==> src/rtl/sprite_line_evaluator.sv <==
// Per-scanline sprite evaluator: scans OAM after each start pulse and hands up to
// MAX_PER_LINE sprites covering the next line to the sprite fetch logic.
module sprite_line_evaluator #(
  parameter int unsigned NUM_SPRITES  = 64,
  parameter int unsigned MAX_PER_LINE = 8,
  parameter int unsigned SPRITE_H     = 16,
  parameter int unsigned V_TOTAL      = 525
) (
  input  logic        clk,
  input  logic        reset,
  input  logic        start,
  input  logic [9:0]  vcount,
  output logic [7:0]  oam_addr,
  input  logic [31:0] oam_rdata,
  output logic        spr_valid,
  input  logic        spr_ready,
  output logic [9:0]  spr_x,
  output logic [7:0]  spr_tile,
  output logic [2:0]  spr_palette,
  output logic [8:0]  spr_row,
  output logic [3:0]  spr_slot,
  output logic        busy,
  output logic        done,
  output logic [3:0]  hit_count,
  output logic        overflow
);

  localparam int unsigned      IDX_W    = (NUM_SPRITES > 1) ? $clog2(NUM_SPRITES) : 1;
  localparam logic [IDX_W-1:0] LAST_IDX = IDX_W'(NUM_SPRITES - 1);
  localparam logic [3:0]       MAX_HITS = 4'(MAX_PER_LINE);
  localparam logic [10:0]      SPR_H    = 11'(SPRITE_H);
  localparam logic [9:0]       V_LAST   = 10'(V_TOTAL - 1);

  localparam logic [2:0] S_IDLE  = 3'd0;
  localparam logic [2:0] S_ADDR  = 3'd1;
  localparam logic [2:0] S_CHECK = 3'd2;
  localparam logic [2:0] S_EMIT  = 3'd3;
  localparam logic [2:0] S_DONE  = 3'd4;

  logic [2:0]       state_q,  state_d;
  logic [IDX_W-1:0] idx_q,    idx_d;
  logic [9:0]       target_q, target_d;
  logic [9:0]       x_q,      x_d;
  logic [7:0]       tile_q,   tile_d;
  logic [2:0]       pal_q,    pal_d;
  logic [8:0]       row_q,    row_d;
  logic [3:0]       slot_q,   slot_d;
  logic             valid_q,  valid_d;
  logic             busy_q,   busy_d;
  logic             done_q,   done_d;
  logic [3:0]       hits_q,   hits_d;
  logic             ovf_q,    ovf_d;

  logic [10:0] diff;
  logic        rd_hit;
  logic        last_idx;

  // Next-state and descriptor capture; start pre-empts every state (abort/restart).
  always_comb begin
    state_d  = state_q;
    idx_d    = idx_q;
    target_d = target_q;
    x_d      = x_q;
    tile_d   = tile_q;
    pal_d    = pal_q;
    row_d    = row_q;
    slot_d   = slot_q;
    hits_d   = hits_q;
    ovf_d    = ovf_q;

    // Unsigned 11-bit difference: a negative result sets bit 10, so no frame wrap.
    diff     = {1'b0, target_q} - {1'b0, oam_rdata[20:11]};
    rd_hit   = oam_rdata[0] & ~diff[10] & (diff < SPR_H);
    last_idx = (idx_q == LAST_IDX);

    if (start) begin
      state_d  = S_ADDR;
      idx_d    = '0;
      hits_d   = 4'd0;
      ovf_d    = 1'b0;
      target_d = (vcount == V_LAST) ? 10'd0 : vcount + 10'd1;
    end else begin
      case (state_q)
        S_IDLE: state_d = S_IDLE;
        S_ADDR: state_d = S_CHECK;
        S_CHECK: begin
          if (rd_hit && (hits_q < MAX_HITS)) begin
            x_d     = oam_rdata[10:1];
            tile_d  = oam_rdata[28:21];
            pal_d   = oam_rdata[31:29];
            row_d   = 9'(diff);
            slot_d  = hits_q;
            state_d = S_EMIT;
          end else if (rd_hit) begin
            ovf_d   = 1'b1;
            state_d = S_DONE;
          end else if (last_idx) begin
            state_d = S_DONE;
          end else begin
            idx_d   = idx_q + IDX_W'(1);
            state_d = S_ADDR;
          end
        end
        S_EMIT: begin
          if (spr_ready) begin
            hits_d = hits_q + 4'd1;
            if (last_idx) begin
              state_d = S_DONE;
            end else begin
              idx_d   = idx_q + IDX_W'(1);
              state_d = S_ADDR;
            end
          end
        end
        S_DONE:  state_d = S_IDLE;
        default: state_d = S_IDLE;
      endcase
    end

    busy_d  = (state_d == S_ADDR) || (state_d == S_CHECK) || (state_d == S_EMIT);
    valid_d = (state_d == S_EMIT);
    done_d  = (state_d == S_DONE);
  end

  always_ff @(posedge clk or posedge reset) begin
    if (reset) begin
      state_q  <= S_IDLE;
      idx_q    <= '0;
      target_q <= 10'd0;
      x_q      <= 10'd0;
      tile_q   <= 8'd0;
      pal_q    <= 3'd0;
      row_q    <= 9'd0;
      slot_q   <= 4'd0;
      valid_q  <= 1'b0;
      busy_q   <= 1'b0;
      done_q   <= 1'b0;
      hits_q   <= 4'd0;
      ovf_q    <= 1'b0;
    end else begin
      state_q  <= state_d;
      idx_q    <= idx_d;
      target_q <= target_d;
      x_q      <= x_d;
      tile_q   <= tile_d;
      pal_q    <= pal_d;
      row_q    <= row_d;
      slot_q   <= slot_d;
      valid_q  <= valid_d;
      busy_q   <= busy_d;
      done_q   <= done_d;
      hits_q   <= hits_d;
      ovf_q    <= ovf_d;
    end
  end

  assign oam_addr    = 8'(idx_q);
  assign spr_valid   = valid_q;
  assign spr_x       = x_q;
  assign spr_tile    = tile_q;
  assign spr_palette = pal_q;
  assign spr_row     = row_q;
  assign spr_slot    = slot_q;
  assign busy        = busy_q;
  assign done        = done_q;
  assign hit_count   = hits_q;
  assign overflow    = ovf_q;

endmodule

==> config.mk <==
export PLATFORM = sky130hd
export DESIGN_NAME = sprite_line_evaluator
export DESIGN_NICKNAME = d
export VERILOG_FILES = /design/src/rtl/sprite_line_evaluator.sv
export SDC_FILE = /design/constraint.sdc
export NUM_CORES = 1
export LEC_CHECK = 0
export CORE_MARGIN = 3
export CORE_UTILIZATION = 57
export DETAILED_ROUTE_END_ITERATION = 12
export DONT_BUFFER_PORTS = 1
export GPL_TIMING_DRIVEN = 0
export PLACE_DENSITY = 0.72
export SLEW_MARGIN = 0
export SYNTH_ARGS = -nofsm -noshare
export SYNTH_HDL_FRONTEND = slang
export SYNTH_SLANG_ARGS = --single-unit
==> constraint.sdc <==
create_clock -name clk -period 2.7 [get_ports clk]
set_input_delay 0.27 -clock clk [delete_from_list [all_inputs] [get_ports clk]]
set_output_delay 0.27 -clock clk [all_outputs]
set_load 0.01 [all_outputs]
* Yosys cells after proc, flatten, opt, wreduce, memory -nomap -nowiden *
Cells that the tools add are included.

word-level totals
  bits in registers = 61
  logic and storage cells = 68
  input bits = 46
  output and inout bits = 50

cells by class
  reductions and logical operators = 12
  equal/unequal tests = 13
  mux-type cells = 20
  magnitude comparators = 2
  bitwise logic cells = 4
  $add $sub $neg = 4

operators with widths
  operator                                                                number
  6-bit 2-to-1 mux                                                        5
  3-bit 2-to-1 mux                                                        5
  3-bit by 2-bit equality test with 1-bit output (second input constant)  4
  4-bit 2-to-1 mux                                                        3
  6-bit one-hot mux with 2 select lines                                   1
  11-bit by 5-bit < comparator with 1-bit output (second input constant)  1
  10-bit by 10-bit subtractor with 11-bit output                          1
  10-bit by 1-bit adder with 10-bit output (second input constant)        1
  10-bit equality test (second input constant)                            1
  10-bit 2-to-1 mux                                                       1
  3-bit != test (second input constant)                                   3
  3-bit one-hot mux with 3 select lines                                   1
  2-bit nonzero test                                                      4
  6-bit by 1-bit adder with 6-bit output (second input constant)          1
  3-bit by 1-bit equality test with 1-bit output (second input constant)  2
  6-bit equality test (second input constant)                             1
  3-bit AND reduction                                                     2
  4-bit by 1-bit adder with 4-bit output (second input constant)          1
  4-bit < comparator (second input constant)                              1
  1-bit 2-to-1 mux                                                        4
  4-bit AND reduction                                                     1
  3-bit equality test (second input constant)                             1
  3-bit nonzero test                                                      1
  1-bit bitwise AND                                                       2
  other kinds (5)                                                         7

* Longest topological paths before layout *
  depth after elaboration = 11
  mapped depth = 13
  gate-level depth less buffers = 11

* Worst setup path before layout *
OpenSTA, ideal clock, no wires.

  kind = register to register
  start = register target_q[0]
  end = register pal_q[0] (netlist: spr_palette[0])
  cell stages (with the launch flop) = 13
  path buffers = 2
  clock period less this slack = 2.937 ns
  setup time = 0.125 ns
  data required time = 2.575 ns
  slack = -0.237 ns
  arrival time = 2.812 ns
  cells stage by stage = dfrtp_1 -> inv_1 -> ha_1 -> inv_1 -> fa_1 -> a21o_1 -> a221oi_1 -> mux2i_1 -> a2111oi_4 -> and4_1 -> buf_6 -> buf_12 -> mux2_4

between the ends
  cells in the longest elaborated chain, start to end = 6
  elaborated cells on any way between the ends = 7
  classes of those cells = add/sub (1); order compare (1); bitwise (3); reduce/logical (2)

ends and longest elaborated chain
  item                                                                                                    RTL line  RTL
  from (decl)                                                                                             42        logic [9:0] target_q, target_d;
  from (signal assigned)                                                                                  143       target_q <= target_d;
  10-bit by 10-bit subtractor with 11-bit output *                                                        72        diff = {1'b0, target_q} - {1'b0, oam_rdata[20:11]};
  parallel branches: the longest is 2 deep, another holds 11-bit by 5-bit < comparator with 1-bit output  -
  1-bit bitwise AND *                                                                                     73        rd_hit = oam_rdata[0] & ~diff[10] & (diff < SPR_H);
  1-bit logical AND *                                                                                     87        if (rd_hit && (hits_q < MAX_HITS)) begin
  3-bit AND reduction (no line) *                                                                         -
  to (signal assigned)                                                                                    146       pal_q <= pal_d;
  to (decl)                                                                                               45        logic [2:0] pal_q, pal_d;

Every way passes the cells marked *.
A chain may end at the register's enable or synchronous reset.

* Worst setup path in the final report *
  start = register target_q[4]
  end = register x_q[4] (netlist: spr_x[4])

between the ends
  cells in the longest elaborated chain, start to end = 6
  elaborated cells on any way between the ends = 7
  classes of those cells = add/sub (1); order compare (1); bitwise (3); reduce/logical (2)

ends and longest elaborated chain
  item                                                                                                    RTL line  RTL
  10-bit by 10-bit subtractor with 11-bit output *                                                        72
  parallel branches: the longest is 2 deep, another holds 11-bit by 5-bit < comparator with 1-bit output  -
  1-bit bitwise AND *                                                                                     73
  1-bit logical AND *                                                                                     87
  3-bit AND reduction (no line) *                                                                         -
  to (signal assigned)                                                                                    130       x_q <= 10'd0;
  to (signal assigned)                                                                                    144       x_q <= x_d;
  to (decl)                                                                                               43        logic [9:0] x_q, x_d;

Marks and branches as above.

==> results.txt <==
----------------------------------------------------
[Run status]
  Result of the run ... finished with violations
  Violated checks ... setup timing

[Clock network]
  Number of buffers between clock root and the deepest sink ... 2
  Clock Sinks ... 61
  Number of levels in the clock H-tree ... 3
  Clock Pin Slew Worst Setup and Hold Paths ... 0.06 ns
  Inserted Clock Buffers ... 9
  Skew-Pair Late Insertion Delay ... 0.33 ns
  Root Buffer Master ... sky130_fd_sc_hd__clkbuf_8
  TritonCTS clock tree ... built

[Synthesis]
  Dominant cell by count in the synthesized netlist ... sky130_fd_sc_hd__dfrtp_1
  Library cells used by synthesis ... 50
  Cells taking the most area after synthesis ... sky130_fd_sc_hd__dfrtp_1 47%, sky130_fd_sc_hd__mux2_4 9.3%, sky130_fd_sc_hd__ha_1 5.4%
  List of most frequent post-synthesis cells ... 61 x sky130_fd_sc_hd__dfrtp_1, 31 x sky130_fd_sc_hd__inv_1, 20 x sky130_fd_sc_hd__mux2_4, 17 x sky130_fd_sc_hd__nor2_1, 14 x sky130_fd_sc_hd__ha_1
  Average size of a mapped cell ... around 11 um2
  Synth async-reset ratio ... 100.0%
  Post-Synthesis Cells ... 281
  Most common flop cell mapped by yosys ... sky130_fd_sc_hd__dfrtp_1
  Seq cells post-synth ... 61
  Post-synth top area cell ... sky130_fd_sc_hd__dfrtp_1
  Number of enable flip-flop cells after synthesis ... 0
  Proportion of synthesized chip area in sequential cells ... 47.36%
  Fraction of synthesized cell area taken by the top area cell type ... 47.36%
  Yosys warns ... 0
  Synth Cell Area ... around 3200 um2

[Timing]
  Final critical-path required period ... about 2.9 ns
  Slack of the critical path ... -0.2123 ns
  Maximum clock frequency ... 0.3434 GHz
  Setup violation total in the final timing report ... 45
  Fin. Hold Viols ... 0
  Pin slew with the least headroom to its limit ... roughly 0.90 ns
  Final worst path period share ... 107.9%
  Worst clock skew ... 0.009152 ns
  Max-slew violations ... 0
  Worst relative slew slack ... about 40%
  Setup repair after global routing missed its margin ... true

[Power and ir drop]
  Leakage power ... 1.873 nW
  Switching power ... 0.5403 mW
  Cell-internal power ... 1.684 mW
  Clock share of power ... 42.1%
  Maximum vdd ir drop ... 0.0005065 V
  Power per unit of standard cell area ... 569.2 nW/um2
  Part of the power in combinational logic ... 14.3%
  Reg power frac ... 43.6%
  Sw Share ... 24.29%

[Final layout]
  Antenna diodes ... 0
  Area grow syn2layout ... 21.27%
  Core Util, Final ... between 70% and 80%
  Layout cell share with drive strength beyond 1 ... 29.11%
  Layout Nets ... 373

[Detailed routing]
  Via total after detailed routing ... 2139
  Via-per-instance ratio ... 5.541
  Detailed-routing iteration count for the pre-antenna-repair pass ... 4
  Post-DRT Antenna Nets ... 0
  Total Routed Length ... 6.683 mm
  Wire per inst ... 17.31 um
  Initial drt markers ... 64
  Number of remaining DRC errors ... 0

[Critical path]
  Worst Path Required ... a little under 3 ns
  Critical Setup Path Class ... register to register
  Top fanout value on the critical path ... 10
  Critical path arrival ... 3.12 ns
  Worst setup EP type ... register
  Category of the worst setup path launch point ... register

[Die]
  Core footprint ... 5270 um2
  Height of the die ... between 80 and 90 um
  Number of I/O pins ... 96
  Horizontal extent of the die ... 81.20 um
  Initial core utilization ... 61.16%
  Placement Rows ... 26
  Floorplan die area ... between 6000 and 7000 um2

[Global routing]
  Maximum number of pins on one net before global-route repair ... 37
  Global-route wire length before repair ... 10.62 mm
  Overall overflow remaining after global route ... 0
  Overall routing resource usage ... between 20% and 30%
  Vias in the first global route ... around 2.2k
  Antenna violations before repair ... 0

[Placement]
  Final estimated routing congestion in global placement ... between 0.7 and 0.8
  Detail Placement HPWL ... around 4.6 mm
  Count of buffers from port buffering ... 0
  Post-Place Worst Slack ... -0.4556 ns

[Hold path]
  Worst Hold Class ... input pin to register

[Run]
  Count of max-cap constraint violations ... 0

----------------------------------------------------
state kept, by name (all words and copies together) (netlist names):
signal	flops
spr_tile	8
spr_x	10
spr_row	9
hit_count	4
idx_q	6
busy	1
done	1
spr_slot	4
spr_palette	3
overflow	1
state_q	3
spr_valid	1
target_q	10
layout make-up:
type,instances,area [um2]
inverter,31,116.4
tap,70,87.58
clock inverter,3,67.56
buffer,10,96.34
timing repair buffer,20,227.7
sequential,61,1526
clock buffer,12,165.2
fill,374,1361
multi-input combinational,179,1622
kinds of logic (layout without fill, tap and decap cells):
family / Yosys count / after routing / synth area share, %
AOI/OAI and AO/OA: 55 / 55 / 12.93
xor gates and xnor gates: 15 / 15 / 4.076
adders and majority gates: 15 / 15 / 6.056
buffers and inverters: 42 / 76 / 6.599
DFF: 61 / 61 / 47.36
muxes: 30 / 30 / 12.66
other: 1 / 2 / 0.1163
and+or+nand+nor: 62 / 62 / 10.21
power groups by stage:
stage	Sequential [mW]	Clock, mW	Combinational [mW]
after floorplan	0.978	0	0.221
after global placement	0.985	0	0.258
after detailed placement	0.986	0	0.266
after CTS	0.969	0.942	0.308
after global routing	0.972	1.01	0.357
final	0.969	0.936	0.319
repair_timing:
action / 4_1_cts / 5_1_grt
endpoints found under the hold margin: 25 / 0
hold buffers: 1 / 0
resized for setup: 16 / 5
pin swaps: 8 / 9
endpoints found under the setup margin: 46 / 47
buffers inserted: 14 / 3
gates cloned: 1 / 1
layer usage:
layer	routed length [um]	GRT usage [%]
met5	0	0
met1	2890	26.45
met2	3349	35.30
met4	62	8.108
met3	380	7.206
critical path, cell delays in order, from the launching register on:
cell,delay (ns)
sky130_fd_sc_hd__dfrtp_1,0.41
sky130_fd_sc_hd__ha_4,0.23
sky130_fd_sc_hd__a21o_1,0.18
sky130_fd_sc_hd__a31o_1,0.21
sky130_fd_sc_hd__or4_4,0.53
sky130_fd_sc_hd__a2111oi_4,0.37
sky130_fd_sc_hd__and4_1,0.26
sky130_fd_sc_hd__buf_6,0.15
sky130_fd_sc_hd__buf_12,0.15
sky130_fd_sc_hd__mux2_4,0.31
metrics by stage:
step	setup TNS (ns)	instances	power (mW)	hold WS (ns)	cell area, um2
floorplan	-3.781	282	1.199	0.3701	3268
global placement	-12.37	352	1.243	0.3749	3356
detailed placement	-13.57	353	1.252	0.2390	3383
CTS	-7.780	383	2.218	0.04116	3836
global route	-11.56	386	2.335	0.03976	3909
finish	-7.272	386	2.225	0.04871	3909
path summary, 6_finish.rpt:
check                                   startpoint                         end  slack [ns]  cells past startpoint
max                        target_q[4]$_DFFE_PP0P_        spr_x[4]$_DFFE_PP0P_       -0.21                      9
min                                      vcount[0]     target_q[0]$_DFFE_PP0P_        0.05                      1
max reg2reg                target_q[4]$_DFFE_PP0P_        spr_x[4]$_DFFE_PP0P_       -0.21                      9
min reg2reg                target_q[6]$_DFFE_PP0P_     target_q[6]$_DFFE_PP0P_        0.53                      2
max in group asynchronous                    reset    hit_count[1]$_DFFE_PP0P_        1.66                      3
min in group asynchronous                    reset  spr_palette[2]$_DFFE_PP0P_        0.46                      2
cell usage in the layout, fill, tap and decap left out, types with 9 or more instances in the layout:
master                     Yosys  layout
sky130_fd_sc_hd__buf_4         2      15
sky130_fd_sc_hd__clkbuf_8      0      12
sky130_fd_sc_hd__dfrtp_1      61      61
sky130_fd_sc_hd__ha_1         14      11
sky130_fd_sc_hd__inv_1        31      28
sky130_fd_sc_hd__mux2_4       20      26
sky130_fd_sc_hd__nor2_1       17      17
sky130_fd_sc_hd__nor2b_1      10       9
sky130_fd_sc_hd__o22ai_1      10      10
(Power assumes the default switching activity.)
